--- src/rtl/sweep_pair_parser_pkg.sv ---
// Shared types and helpers for the lighthouse sweep pairing stage.
// Holds the FSM state encoding, the channel verdict type and the pair packing order.
package sweep_pair_pkg;

    typedef enum logic [2:0] {
        IDLE     = 3'd0,
        CLASSIFY = 3'd1,
        CHECK    = 3'd2,
        DROP     = 3'd3,
        STORE    = 3'd4,
        EMIT     = 3'd5,
        HOLD     = 3'd6,
        RELEASE  = 3'd7
    } state_e;

    typedef enum logic [1:0] {
        CHK_PASS = 2'd0,
        CHK_KEEP = 2'd1,
        CHK_DROP = 2'd2
    } chk_e;

    // A single channel still needs a one-bit index register.
    function automatic int idx_width(input int channels);
        return (channels <= 1) ? 1 : $clog2(channels);
    endfunction

    // Channel 0 occupies the most significant pair; each pair is {stored, current}.
    function automatic int pair_lsb(input int k, input int channels, input int iter_w);
        return (channels - 1 - k) * 2 * iter_w;
    endfunction

endpackage

--- src/rtl/sweep_pair_parser_if.sv ---
// Handshake and data bus between pulse identifier, sweep pair parser and sensor consumer.
// The parser connects through the slave modport; the producer/consumer side uses master.
interface sweep_pair_parser_if #(
    parameter int CHANNELS = 8,
    parameter int ITER_W   = 17,
    parameter int POLY_W   = 17
);

    logic                         pulse_identifier_ready;
    logic [CHANNELS*ITER_W-1:0]   iterations;
    logic [POLY_W-1:0]            polynomial;
    logic                         sensor_ack;
    logic [2*CHANNELS*ITER_W-1:0] sensor_iterations;
    logic [POLY_W-1:0]            sensor_polynomial;
    logic                         sensor_data_avl;
    logic                         reset_pulse_identifier;

    modport master (
        output pulse_identifier_ready,
        output iterations,
        output polynomial,
        output sensor_ack,
        input  sensor_iterations,
        input  sensor_polynomial,
        input  sensor_data_avl,
        input  reset_pulse_identifier
    );

    modport slave (
        input  pulse_identifier_ready,
        input  iterations,
        input  polynomial,
        input  sensor_ack,
        output sensor_iterations,
        output sensor_polynomial,
        output sensor_data_avl,
        output reset_pulse_identifier
    );

endinterface

--- src/rtl/sweep_pair_parser_channel_check.sv ---
// Combinational pass/keep/drop verdict for one (stored, current) iteration pair.
// Arithmetic is one bit wider than the counts so the minimum-increase test never wraps.
module sweep_channel_check
    import sweep_pair_pkg::*;
#(
    parameter int ITER_W    = 17,
    parameter int MIN_DIFF  = 7500,
    parameter int HALF_ITER = 60000
) (
    input  logic [ITER_W-1:0] s_i,
    input  logic [ITER_W-1:0] c_i,
    output chk_e              decision_o
);

    logic [ITER_W:0] s_ext;
    logic [ITER_W:0] c_ext;
    logic [ITER_W:0] limit;
    logic            both_zero;

    assign s_ext     = {1'b0, s_i};
    assign c_ext     = {1'b0, c_i};
    assign limit     = s_ext + (ITER_W+1)'(MIN_DIFF);
    assign both_zero = (s_i == '0) && (c_i == '0);

    // A large current count on a failed channel means the stored set is no longer trustworthy.
    always_comb begin
        decision_o = CHK_KEEP;
        if (both_zero || (limit < c_ext)) begin
            decision_o = CHK_PASS;
        end else if (c_ext > (ITER_W+1)'(HALF_ITER)) begin
            decision_o = CHK_DROP;
        end
    end

endmodule

--- src/rtl/sweep_pair_parser.sv ---
// Pairs a stored lighthouse sweep set with the next set of matching polynomial and emits {stored, current}.
// Optional stored-set expiry is enabled with the SWEEP_PAIR_STALE_TIMEOUT_EN macro.
module sweep_pair_parser
    import sweep_pair_pkg::*;
#(
    parameter int CHANNELS  = 8,
    parameter int ITER_W    = 17,
    parameter int POLY_W    = 17,
    parameter int MIN_DIFF  = 7500,
    parameter int HALF_ITER = 60000
`ifdef SWEEP_PAIR_STALE_TIMEOUT_EN
    ,
    parameter int STALE_CYCLES = 1440000
`endif
) (
    input  logic                clk_72MHz,
    input  logic                reset_n,
    sweep_pair_parser_if.slave  bus
);

    localparam int IDX_W  = idx_width(CHANNELS);
    localparam int PAIR_W = 2 * CHANNELS * ITER_W;

    state_e state_q, state_d;
    logic [IDX_W-1:0] idx_q, idx_d;
    logic stored_valid_q, stored_valid_d;
    logic ack_q;
    logic avl_q, avl_d;
    logic rpi_q, rpi_d;
    logic store_en;
    logic emit_en;
    logic expired;

    logic [CHANNELS-1:0][ITER_W-1:0] cur;
    logic [CHANNELS-1:0][ITER_W-1:0] stored_q;
    logic [POLY_W-1:0]               poly_q;
    logic [PAIR_W-1:0]               pairs;
    logic [PAIR_W-1:0]               sens_iter_q;
    logic [POLY_W-1:0]               sens_poly_q;
    chk_e                            verdict;

    assign cur = bus.iterations;

    sweep_channel_check #(
        .ITER_W    (ITER_W),
        .MIN_DIFF  (MIN_DIFF),
        .HALF_ITER (HALF_ITER)
    ) u_check (
        .s_i        (stored_q[idx_q]),
        .c_i        (cur[idx_q]),
        .decision_o (verdict)
    );

    always_comb begin
        pairs = '0;
        for (int k = 0; k < CHANNELS; k++) begin
            pairs[pair_lsb(k, CHANNELS, ITER_W) +: 2*ITER_W] = {stored_q[k], cur[k]};
        end
    end

`ifdef SWEEP_PAIR_STALE_TIMEOUT_EN
    localparam int STALE_W = $clog2(STALE_CYCLES + 1);

    logic [STALE_W-1:0] stale_q, stale_d;

    // Expiry is seen combinationally so a coinciding CLASSIFY already treats the set as gone.
    assign expired = stored_valid_q && (stale_q == STALE_W'(STALE_CYCLES));

    always_comb begin
        stale_d = stale_q;
        if (state_q == STORE) begin
            stale_d = '0;
        end else if (stored_valid_q && !expired) begin
            stale_d = stale_q + 1'b1;
        end
    end

    always_ff @(posedge clk_72MHz or negedge reset_n) begin
        if (!reset_n) begin
            stale_q <= '0;
        end else begin
            stale_q <= stale_d;
        end
    end
`else
    assign expired = 1'b0;
`endif

    always_comb begin
        state_d        = state_q;
        idx_d          = idx_q;
        stored_valid_d = stored_valid_q && !expired;
        avl_d          = avl_q;
        rpi_d          = rpi_q;
        store_en       = 1'b0;
        emit_en        = 1'b0;

        case (state_q)
            IDLE: begin
                if (bus.pulse_identifier_ready) begin
                    state_d = CLASSIFY;
                end
            end

            CLASSIFY: begin
                if (!stored_valid_q || expired || (bus.polynomial != poly_q)) begin
                    state_d = STORE;
                end else begin
                    state_d = CHECK;
                    idx_d   = '0;
                end
            end

            CHECK: begin
                if (verdict == CHK_PASS) begin
                    if (idx_q == IDX_W'(CHANNELS - 1)) begin
                        state_d = EMIT;
                    end else begin
                        idx_d = idx_q + 1'b1;
                    end
                end else if (verdict == CHK_DROP) begin
                    state_d = DROP;
                end else begin
                    state_d = RELEASE;
                end
            end

            DROP: begin
                stored_valid_d = 1'b0;
                state_d        = RELEASE;
            end

            STORE: begin
                store_en       = 1'b1;
                stored_valid_d = 1'b1;
                state_d        = RELEASE;
            end

            EMIT: begin
                emit_en        = 1'b1;
                avl_d          = 1'b1;
                stored_valid_d = 1'b0;
                state_d        = HOLD;
            end

            HOLD: begin
                if (ack_q) begin
                    avl_d   = 1'b0;
                    state_d = RELEASE;
                end
            end

            RELEASE: begin
                if (bus.pulse_identifier_ready) begin
                    rpi_d = 1'b1;
                end else begin
                    rpi_d   = 1'b0;
                    state_d = IDLE;
                end
            end

            default: begin
                state_d = IDLE;
            end
        endcase
    end

    always_ff @(posedge clk_72MHz or negedge reset_n) begin
        if (!reset_n) begin
            state_q        <= IDLE;
            idx_q          <= '0;
            stored_valid_q <= 1'b0;
            ack_q          <= 1'b0;
            avl_q          <= 1'b0;
            rpi_q          <= 1'b0;
            stored_q       <= '0;
            poly_q         <= '0;
            sens_iter_q    <= '0;
            sens_poly_q    <= '0;
        end else begin
            state_q        <= state_d;
            idx_q          <= idx_d;
            stored_valid_q <= stored_valid_d;
            ack_q          <= bus.sensor_ack;
            avl_q          <= avl_d;
            rpi_q          <= rpi_d;
            if (store_en) begin
                stored_q <= cur;
                poly_q   <= bus.polynomial;
            end
            // Emitted data is held until the next EMIT, independent of the avl handshake.
            if (emit_en) begin
                sens_iter_q <= pairs;
                sens_poly_q <= poly_q;
            end
        end
    end

    assign bus.sensor_iterations      = sens_iter_q;
    assign bus.sensor_polynomial      = sens_poly_q;
    assign bus.sensor_data_avl        = avl_q;
    assign bus.reset_pulse_identifier = rpi_q;

endmodule
--- src/flat_wrapper.sv ---
// flat-port wrapper written by rule: the top's interface ports become plain ports
module sweep_pair_parser_flat import sweep_pair_pkg::*;
#(
    parameter int CHANNELS  = 8,
    parameter int ITER_W    = 17,
    parameter int POLY_W    = 17,
    parameter int MIN_DIFF  = 7500,
    parameter int HALF_ITER = 60000

)
  (clk_72MHz, reset_n, bus_pulse_identifier_ready, bus_iterations, bus_polynomial, bus_sensor_ack, bus_sensor_iterations, bus_sensor_polynomial, bus_sensor_data_avl, bus_reset_pulse_identifier);
  sweep_pair_parser_if #(.CHANNELS(CHANNELS), .ITER_W(ITER_W), .POLY_W(POLY_W)) bus_i ();
  input  logic clk_72MHz;
  input  logic reset_n;
  input wire logic [$bits(bus_i.pulse_identifier_ready)-1:0] bus_pulse_identifier_ready;
  input wire logic [$bits(bus_i.iterations)-1:0] bus_iterations;
  input wire logic [$bits(bus_i.polynomial)-1:0] bus_polynomial;
  input wire logic [$bits(bus_i.sensor_ack)-1:0] bus_sensor_ack;
  output wire logic [$bits(bus_i.sensor_iterations)-1:0] bus_sensor_iterations;
  output wire logic [$bits(bus_i.sensor_polynomial)-1:0] bus_sensor_polynomial;
  output wire logic [$bits(bus_i.sensor_data_avl)-1:0] bus_sensor_data_avl;
  output wire logic [$bits(bus_i.reset_pulse_identifier)-1:0] bus_reset_pulse_identifier;
  assign bus_i.pulse_identifier_ready = bus_pulse_identifier_ready;
  assign bus_i.iterations = bus_iterations;
  assign bus_i.polynomial = bus_polynomial;
  assign bus_i.sensor_ack = bus_sensor_ack;
  assign bus_sensor_iterations = bus_i.sensor_iterations;
  assign bus_sensor_polynomial = bus_i.sensor_polynomial;
  assign bus_sensor_data_avl = bus_i.sensor_data_avl;
  assign bus_reset_pulse_identifier = bus_i.reset_pulse_identifier;
  sweep_pair_parser #(.CHANNELS(CHANNELS), .ITER_W(ITER_W), .POLY_W(POLY_W), .MIN_DIFF(MIN_DIFF), .HALF_ITER(HALF_ITER)) u_core (.clk_72MHz(clk_72MHz), .reset_n(reset_n), .bus(bus_i));
endmodule
--- config.mk ---
export PLATFORM = sky130hd
export DESIGN_NAME = sweep_pair_parser_flat
export DESIGN_NICKNAME = d
export VERILOG_FILES = /design/src/rtl/sweep_pair_parser_pkg.sv /design/src/rtl/sweep_pair_parser_if.sv /design/src/rtl/sweep_pair_parser_channel_check.sv /design/src/rtl/sweep_pair_parser.sv /design/src/flat_wrapper.sv
export SDC_FILE = /design/constraint.sdc
export NUM_CORES = 1
export LEC_CHECK = 0
export ABC_AREA = 1
export BUFFER_PORTS_ARGS = -buffer_cell sky130_fd_sc_hd__clkbuf_2
export CELL_PAD_IN_SITES_DETAIL_PLACEMENT = 0
export CELL_PAD_IN_SITES_GLOBAL_PLACEMENT = 1
export CORE_UTILIZATION = 40
export DETAILED_ROUTE_END_ITERATION = 7
export GPL_ROUTABILITY_DRIVEN = 0
export PLACE_DENSITY_LB_ADDON = 0.1
export SYNTH_ARGS = -nofsm -noshare
export SYNTH_HDL_FRONTEND = slang
export SYNTH_SLANG_ARGS = --single-unit
--- constraint.sdc ---
create_clock -name clk_72MHz -period 4.16 [get_ports clk_72MHz]
set_input_delay 0.624 -clock clk_72MHz [delete_from_list [all_inputs] [get_ports clk_72MHz]]
set_output_delay 0.624 -clock clk_72MHz [all_outputs]
set_load 0.02 [all_outputs]
## After elaboration in Yosys (flattened, before gate mapping)

Cells that the tools add are included.

| storage, ports and cells | value |
|---|---|
| flip-flop bits (word level) | 452 |
| memory bits (writable) | 0 |
| memories kept | 0 |
| ROM bits | 0 |
| output and inout port bits | 291 |
| bits in latches | 0 |
| word-level logic and storage cells | 79 |

| operators by class | value |
|---|---|
| divide/modulo/power cells | 0 |
| bitwise operators | 0 |
| multiply operators | 0 |
| reductions and logical operators | 16 |
| mux-type cells | 24 |
| $add $sub $neg | 2 |
| $lt $le $gt $ge | 3 |
| shifts and indexed selects | 0 |
| equality and inequality tests | 17 |

Operator list:

| operator | number |
|---|---|
| binary-select mux 17 bit (select 3 bit) | 2 |
| logical NOT 17 bit | 2 |
| two-way mux 17 bit | 2 |
| two-way mux 3 bit | 10 |
| case mux 3 bit (7 select lines) | 1 |
| adder 17 x 13 -> 18 bit (second input constant) | 1 |
| < comparator 18 x 17 -> 1 bit | 1 |
| greater-than comparator 17 x 16 -> 1 bit (second input constant) | 1 |
| != test 17 bit | 1 |
| equality test 3 bit (second input constant) | 5 |
| != test 2 bit (second input constant) | 4 |
| AND reduction 4 bit | 2 |
| equality test 3 x 2 -> 1 bit (second input constant) | 2 |
| case mux 3 bit (2 select lines) | 1 |
| nonzero test 2 bit | 3 |
| < comparator 3 x 4 -> 1 bit (second input constant) | 1 |
| two-way mux 1 bit | 4 |
| two-way mux 2 bit | 2 |
| != test 2 x 1 -> 1 bit (second input constant) | 2 |
| case mux 1 bit (2 select lines) | 2 |
| OR reduction 2 bit | 2 |
| adder 3 x 1 -> 3 bit (second input constant) | 1 |
| equality test 3 x 1 -> 1 bit (second input constant) | 1 |
| logical NOT 3 bit | 1 |
| 7 further kinds | 8 |

## Logic depth before layout (Yosys ltp)

Gate-level depths: netlist of run 1.

| logic depth | value |
|---|---|
| word-level depth | 10 |
| depth in mapped cells | 32 |
| depth with buffers taken out | 30 |

## Hierarchy

A second synthesis of run 1 with hierarchy kept.

| second synthesis, totals | value |
|---|---|
| cell total of the unflattened synthesis | 2331 |
| area total of the unflattened synthesis | 20541.0 sq um |

By module, submodules not included:

| module | area each (sq um) | cells each | times used |
|---|---|---|---|
| sweep_pair_parser | 19605.1 | 2169 | 1 |
| sweep_channel_check | 935.9 | 162 | 1 |

## Worst setup path before layout of run 1

OpenSTA, ideal clock, no wires.

| timing path | value |
|---|---|
| kind | register to register |
| start | reg u_core.idx_q[0] |
| end | reg u_core.idx_q[2] |
| data required time | 4039 ps |
| cell stages (with the launch flop) | 30 |
| arrival time | 3015 ps |
| setup slack | 1024 ps |
| cells stage by stage | dfrtp_1 -> buf_6 -> buf_12 -> buf_6 -> a21oi_1 -> o21ai_0 -> nand3_1 -> nand2_2 -> ha_1 -> nor2_1 -> nand2_1 -> nand2_1 -> nand2_1 -> nand2_1 -> nand2_1 -> nand2_1 -> nand2_1 -> ha_1 -> nand2_1 -> nor2_1 -> a211oi_1 -> nand2_1 -> nand2_1 -> nand2_1 -> nand2_1 -> nand2_2 -> nand3_2 -> nand2_2 -> nand2_1 -> o21ai_1 |

| on the way | value |
|---|---|
| cells in the longest elaborated chain, start to end | 9 |
| elaborated cells between the ends (all ways) | 22 |
| those cells by class | 2 x add/sub; 2 x order compare; 3 x eq/ne; 9 x mux; 6 x reduce/logical |

RTL lines:

| what | RTL line | text |
|---|---|---|
| start, declared | sweep_pair_parser.sv:25 | `logic [IDX_W-1:0] idx_q, idx_d;` |
| start signal, assigned | sweep_pair_parser.sv:182 | `idx_q <= idx_d;` |
| binary-select mux 17 bit (select 3 bit), on equally long branches | sweep_pair_parser.sv:49, sweep_pair_parser.sv:50 |  |
| two-way mux 17 bit, on equally long branches | sweep_pair_parser.sv:49, sweep_pair_parser.sv:50 |  |
| adder 17 x 13 -> 18 bit or logical NOT 17 bit (tied branches) | sweep_pair_parser_channel_check.sv:22, sweep_pair_parser_channel_check.sv:23 |  |
| < comparator 18 x 17 -> 1 bit or logical AND 1 bit (tied branches) | sweep_pair_parser_channel_check.sv:28, sweep_pair_parser_channel_check.sv:23 |  |
| logical OR 1 bit | sweep_pair_parser_channel_check.sv:28 | `if (both_zero \|\| (limit < c_ext)) begin` |
| two-way mux 2 bit | sweep_pair_parser_channel_check.sv:28 |  |
| logical NOT 2 bit | sweep_pair_parser.sv:115 | `if (verdict == CHK_PASS) begin` |
| != test 2 x 1 -> 1 bit (no source line) | - |  |
| AND reduction 4 bit (no source line) | - |  |

Several ways; a longest one is shown, not always the timed one. The select of a mux whose other input is x is not followed.
A chain may end at the register's enable or synchronous reset.

## Worst setup path in the final report of run 1

| timing path | value |
|---|---|
| start | reg u_core.idx_q[0] |
| end | reg u_core.idx_q[1] |

Same word-level chain as after synthesis.

==> impl_metrics.json, run 1 <==
{
  "outcome": "finished, final reports clean",
  "synth_ff_type": "dfrtp_1",
  "cts_setup_buffers": 0,
  "seq_area_frac_synth_pct": 55.1,
  "setup_ws_ns": 0.499,
  "grt_pass1_wl_um": 108000,
  "synth.area.top_cells": "dfrtp_1, nand2_1, o21ai_0",
  "hold_buffers": 0,
  "die_x_um": 228,
  "clock_latency_ns": 0.60,
  "yosysTopAreaCell": "dfrtp_1",
  "wl_um": 71700,
  "r2r-start": "u_core.idx_q[0]",
  "synth_cell_type_count": 47,
  "netlist.area_leader.share_pct": 55.1,
  "drv_cap": 0,
  "syn_inst": 2457,
  "r2r_end": "u_core.idx_q[1]",
  "fin_nets": 3021,
  "path_clk_slew_ns": 0.06,
  "grt.overflow.total": 0,
  "cts_inserted_buffers": 50,
  "finalCriticalPeriod_ns": 3.66,
  "rows": 82,
  "hp-class": "in -> async",
  "drc": 0,
  "rsz0062_at_grt": "no",
  "synth.most_common_cell": "nand2_1",
  "arrival_ns": 4.16,
  "hold_ws_ns": 0.0764,
  "coreArea_um2": 50400,
  "setup_tns_ns": 0,
  "clockBufferDepth": 3,
  "clock-sinks": 452,
  "ys_async_sr_fraction_pct": 100,
  "fmax_mhz": 273,
  "layout-drive-gt1-share_pct": 21.3,
  "drt_pass1_iterations": 6,
  "port_buffers": 447,
  "path_class": "reg -> reg",
  "die_h_um": 228,
  "slowest_delay_ns": 0.56,
  "synth_area_um2": 20500,
  "ys_warn_count": 0,
  "drt_iter0_drc": 1488,
  "stdcell_area_um2": 25000,
  "initial_core_util_pct": 40.7,
  "synth-simple-area-share_pct": 16.7,
  "diodes": 0,
  "cpMaxStageDelayCell": "dfrtp_4",
  "synth_common_cells": "nand2_1, dfrtp_1, o21ai_0, inv_1, a21oi_1",
  "synthMuxAreaShare_pct": 0.0549,
  "yosys.area_share.xor_xnor_pct": 0.726,
  "synthAdderAreaFrac_pct": 1.22,
  "grt.total_usage_pct": 27.3,
  "powerDensity_nw_per_um2": 961,
  "synth_compound_area_share_pct": 17.3,
  "critPathMaxFanout": 55,
  "hold_violations": 0,
  "tightest_slew_ns": 0.977,
  "avgRoutedWirePerCell_um": 20.2,
  "placed_cell_area_um2": 23300,
  "slew_headroom_pct": 34.9,
  "grt_max_degree": 135,
  "end_kind": "flop",
  "maxSlewViolCount": 0,
  "vias": 18000,
  "r2r_setup_slack_ns": 0.50,
  "postRouteAntennaNets": 0,
  "io_pins": 448,
  "setup-violations-final": 0,
  "cts-root-buf": "clkbuf_16",
  "routed_via_density": 5.07,
  "grt_pass1_vias": 17400,
  "post-place-ws_ns": 0.530,
  "post-route-period-util_pct": 88.0,
  "cp-start-kind": "flop",
  "die_area_um2": 52200,
  "p_leak_nw": 13.3,
  "syn_to_final_growth_pct": 21.9,
  "skew_ns": 0.0260,
  "synth-edff-count": 0,
  "htree_levels": 2,
  "synth-seq-cells": 452,
  "avgSynthCellArea_um2": 8.35,
  "cts_tree": "yes",
  "synth_top_family_by_area": "compound AO/OA/AOI/OAI gates",
  "crit_top_cell": "nand2_1",
  "dpl.hpwl_um": 54100,
  "ff2ff_path_depth": 29,
  "antenna_found_initial": 0,
  "required_ns": 4.66,
  "peakVddDrop_v": 0.000349,
  "syn_nets": 2634,
  "nFillCells": 4996
}
## placed cells by master, fill, tap and decap left out, types with 2 or more instances in the layout
master,instances
nand2_1,748
dfrtp_1,450
clkbuf_2,446
o21ai_0,402
inv_1,270
a21oi_1,122
o21ai_1,90
clkbuf_16,54
nand3_1,47
nor2_1,38
buf_4,24
ha_1,20
o211ai_1,18
o21ai_2,13
xor2_1,11
clkinv_2,11
buf_12,11
nand4_1,9
nor3_1,8
nand2_2,7
inv_2,6
xnor2_1,6
o22ai_1,6
bufinv_16,6
clkbuf_1,6
clkbuf_8,6
a21oi_2,5
nand3_2,4
o21a_1,3
a21o_1,2
nor2_4,2
inv_8,2
nor4_1,2
clkinv_4,2
dfrtp_4,2
## power by group
group	switching (W)	internal [W]	total (W)
Combinational	0.00779	0.00361	0.0114
Clock	0.00184	0.00279	0.00462
Sequential	0.00151	0.00650	0.00802
Total	0.0111	0.0129	0.0240
## layout make-up
cell class                      instances  area, µm²  share of cell area [%]
Timing Repair Buffer                  484       2700                    10.8
Clock inverter                         21        272                    1.09
Inverter                              278       1060                    4.22
Tap cell                              672        841                    3.36
Clock buffer                           65       1430                    5.72
Sequential cell                       452      11300                    45.3
Multi-Input combinational cell       1578       7390                    29.5
## kinds of logic after synthesis
kind of cell | count (synthesis)
fa+ha+maj | 20
simple gates | 869
buf+inv | 427
compound gates | 671
flops | 452
xor+xnor | 17
mux | 1
## critical path: cells and delay by family (launching register included)
family / cells / cell delay (ns)
buffers and inverters: 2 / 0.26
AND/OR/NAND/NOR: 22 / 1.84
AO/OA/AOI/OAI: 3 / 0.37
flip-flops: 1 / 0.56
adder cells (fa/ha/maj): 2 / 0.51
## worst max-delay path by stage
stage	start	end	slack, ns	cells past startpoint
4_1_cts	u_core.idx_q[0]	u_core.idx_q[1]	0.49	29
3_3_place_gp	u_core.idx_q[0]	u_core.idx_q[1]	0.61	29
5_1_grt	u_core.idx_q[0]	u_core.idx_q[1]	0.02	28
2_1_floorplan	u_core.idx_q[0]	u_core.idx_q[2]	1.02	29
6_report	u_core.idx_q[0]	u_core.idx_q[1]	0.50	29
3_5_place_dp	u_core.idx_q[0]	u_core.idx_q[1]	0.53	28
## metal layers
| layer | vias to the layer above | wire, µm | GRT usage, % | part of all wire, % |
|---|---|---|---|---|
| met3 | 106 | 4600 | 5.54 | 6.4 |
| met2 | 587 | 33200 | 43.2 | 46 |
| met1 | 8650 | 31900 | 37.7 | 44 |
| met5 | - | 0 | 0 | 0 |
| met4 | 0 | 2050 | 8.14 | 2.9 |
| li1 | 8666 | - | - | - |
## through the flow
step	power (W)	cells	util, %
4_1_cts	0.0242	3549	49.6
3_3_place_gp	0.0193	3463	46.2
5_1_grt	0.0259	3550	49.6
3_5_place_dp	0.0194	3463	46.2
2_1_floorplan	0.0153	2457	-
6_report	0.0240	3550	49.6
## state kept, by name, indices dropped and copies added (netlist names)
| register | cells |
|---|---|
| u_core.bus.sensor_data_avl | 1 |
| u_core.bus.sensor_polynomial | 17 |
| u_core.stored_valid_q | 1 |
| u_core.pairs | 136 |
| u_core.poly_q | 17 |
| u_core.bus.reset_pulse_identifier | 1 |
| u_core.bus.sensor_iterations | 272 |
| u_core.idx_q | 3 |
| u_core.ack_q | 1 |
| u_core.state_q | 3 |
## timing repair
action                     4_1_cts  5_1_grt
setup endpoints to repair        0        5
gates resized for setup          0        1
hold endpoints to repair         0        0
Note: power is estimated with default switching activity, not from simulation.
==> inputs of run 2 (changes only) <==
CORE_MARGIN = 2   (was not set)
==> impl_metrics.json, run 2 (same netlist as run 1, synthesis figures left out) <==
{
  "die_area_um2": 53100,
  "cts_tree": "yes",
  "p_clk_share_pct": 18.9,
  "grt_max_degree": 144,
  "largest_reg_flops": 272,
  "grt.overflow.total": 0,
  "syn_to_final_growth_pct": 21.5,
  "drt_iter0_drc": 1526,
  "diodes": 0,
  "htree_levels": 2,
  "drc": 0,
  "post-route-period-util_pct": 92.7,
  "cp-start-kind": "flop",
  "fin_util_pct": 48.9,
  "hp-class": "in -> async",
  "skew_ns": 0.0207,
  "total_power_w": 0.0239,
  "initial_core_util_pct": 40.2,
  "avgRoutedWirePerCell_um": 20.3,
  "setup_tns_ns": 0,
  "cts_setup_buffers": 0,
  "outcome": "finished, final reports clean",
  "power_switching_w": 0.0111,
  "powerDensity_nw_per_um2": 959,
  "layout-drive-gt1-share_pct": 21.0,
  "comb_power_share_pct": 47.5,
  "postRouteAntennaNets": 0,
  "stdcell_count": 3556,
  "hold_violations": 0,
  "path_clk_slew_ns": 0.06,
  "tightest_slew_ns": 1.03,
  "rsz0062_at_grt": "no",
  "layout_commonest_cell": "nand2_1",
  "wl_um": 72100,
  "multi_input_area_um2": 7390,
  "finalCriticalPeriod_ns": 3.86,
  "die_x_um": 230,
  "cts-root-buf": "clkbuf_16",
  "cts_resized": 0,
  "drt_pass1_iterations": 5,
  "path_class": "reg -> reg",
  "coreArea_um2": 51000,
  "p_int_w": 0.0128,
  "layout.cells.most_common_list": "nand2_1, dfrtp_1, clkbuf_2",
  "io_pins": 448,
  "arrival_ns": 4.32,
  "slowest_delay_ns": 0.49,
  "clock-sinks": 452,
  "routed_via_density": 5.03,
  "hold_ws_ns": 0.0657,
  "cp_num_buf_inv": 2,
  "rows": 83,
  "nFillCells": 5111,
  "drv_cap": 0,
  "setup-violations-final": 0,
  "clockBufferDepth": 3,
  "dp.cells": 3467,
  "grt.total_usage_pct": 27.1,
  "port_buffers": 447,
  "cpMaxStageDelayCell": "dfrtp_4",
  "grt_pass1_wl_um": 108000,
  "critPathTopFamily": "simple AND/OR/NAND/NOR gates",
  "hold_buffers": 0,
  "dpl.hpwl_um": 54600,
  "p_leak_nw": 13.3,
  "fmax_mhz": 259,
  "die_h_um": 230,
  "cts_inserted_buffers": 50,
  "clock_latency_ns": 0.60,
  "peakVddDrop_v": 0.000415,
  "critical_path.cell_chain": "inv_2, o211ai_1, nand2_1, inv_1, o21ai_2, nand2_1, nor2_1, nand2_1, a21oi_1, nor2_1, xor2_1, ha_1, a21oi_1, nor2_1, a211oi_1, nand2_1, nand2_1, nand2_1, nand2_1, nand2_2, nand3_2, nand2_2, nand2_1, o21ai_1",
  "critPathMaxFanout": 27,
  "end_kind": "flop",
  "antenna_found_initial": 0,
  "grt_pass1_vias": 17100,
  "p_seq_share_pct": 33.6,
  "switching_share_pct": 46.6,
  "required_ns": 4.63,
  "fin_nets": 3016,
  "vias": 17900,
  "regArea_um2": 11300,
  "crit_top_cell": "nand2_1",
  "maxSlewViolCount": 0,
  "slew_headroom_pct": 31.4
}
-- run 2: cell types whose count changed in the layout (fill, tap and decap cells not counted), sizes merged --
cell,previous run,this run
clkbuf,512,524
clkinv,13,7
buf,37,33
bufinv,6,2
-- run 2: final cells by class --
cell class	instances	area share, %
inverters	278	4.24
clock inverters	11	0.487
clock buffers	78	6.26
multi-input cells	1578	29.7
repair buffers	479	10.5
well taps	680	3.41
flip-flops and latches	452	45.4
-- run 2: per-stage QoR --
| stage | setup WS [ns] | area (µm²) |
|---|---|---|
| global route | 0.0231 | 24900 |
| CTS | 0.364 | 24900 |
| floorplan | 1.02 | 20500 |
| global placement | 0.490 | 23200 |
| finish | 0.304 | 24900 |
| detailed placement | 0.396 | 23200 |
-- run 2: routing by layer --
metal | track usage, % | wire, µm | up-vias
met4 | 8.10 | 1990 | 0
met5 | 0 | 0 | -
met2 | 43.1 | 33400 | 602
met1 | 37.9 | 31800 | 8548
met3 | 4.69 | 4850 | 103
li1 | - | - | 8647
-- run 2: path summary, 6_finish.rpt --
path                                                   from                                 to  slack [ns]  cells past startpoint
setup / recovery                            u_core.idx_q[1]                    u_core.idx_q[1]        0.30                     24
hold / removal                                      reset_n   u_core.bus.sensor_iterations[83]        0.07                      1
setup reg to reg                            u_core.idx_q[1]                    u_core.idx_q[1]        0.30                     24
hold reg to reg            u_core.bus.sensor_iterations[57]   u_core.bus.sensor_iterations[57]        0.47                      2
max in group asynchronous                           reset_n  u_core.bus.sensor_iterations[137]        3.07                      2
min in group clk_72MHz                       bus_sensor_ack                       u_core.ack_q        0.16                      1
-- run 2: power by group through the flow --
| stage | clock network, W | logic, W | registers, W |
|---|---|---|---|
| global route | 0.00479 | 0.0127 | 0.00827 |
| finish | 0.00452 | 0.0114 | 0.00802 |
| CTS | 0.00461 | 0.0114 | 0.00802 |
| detailed placement | 0 | 0.0114 | 0.00807 |
| global placement | 0 | 0.0112 | 0.00803 |
| floorplan | 0 | 0.00622 | 0.00911 |
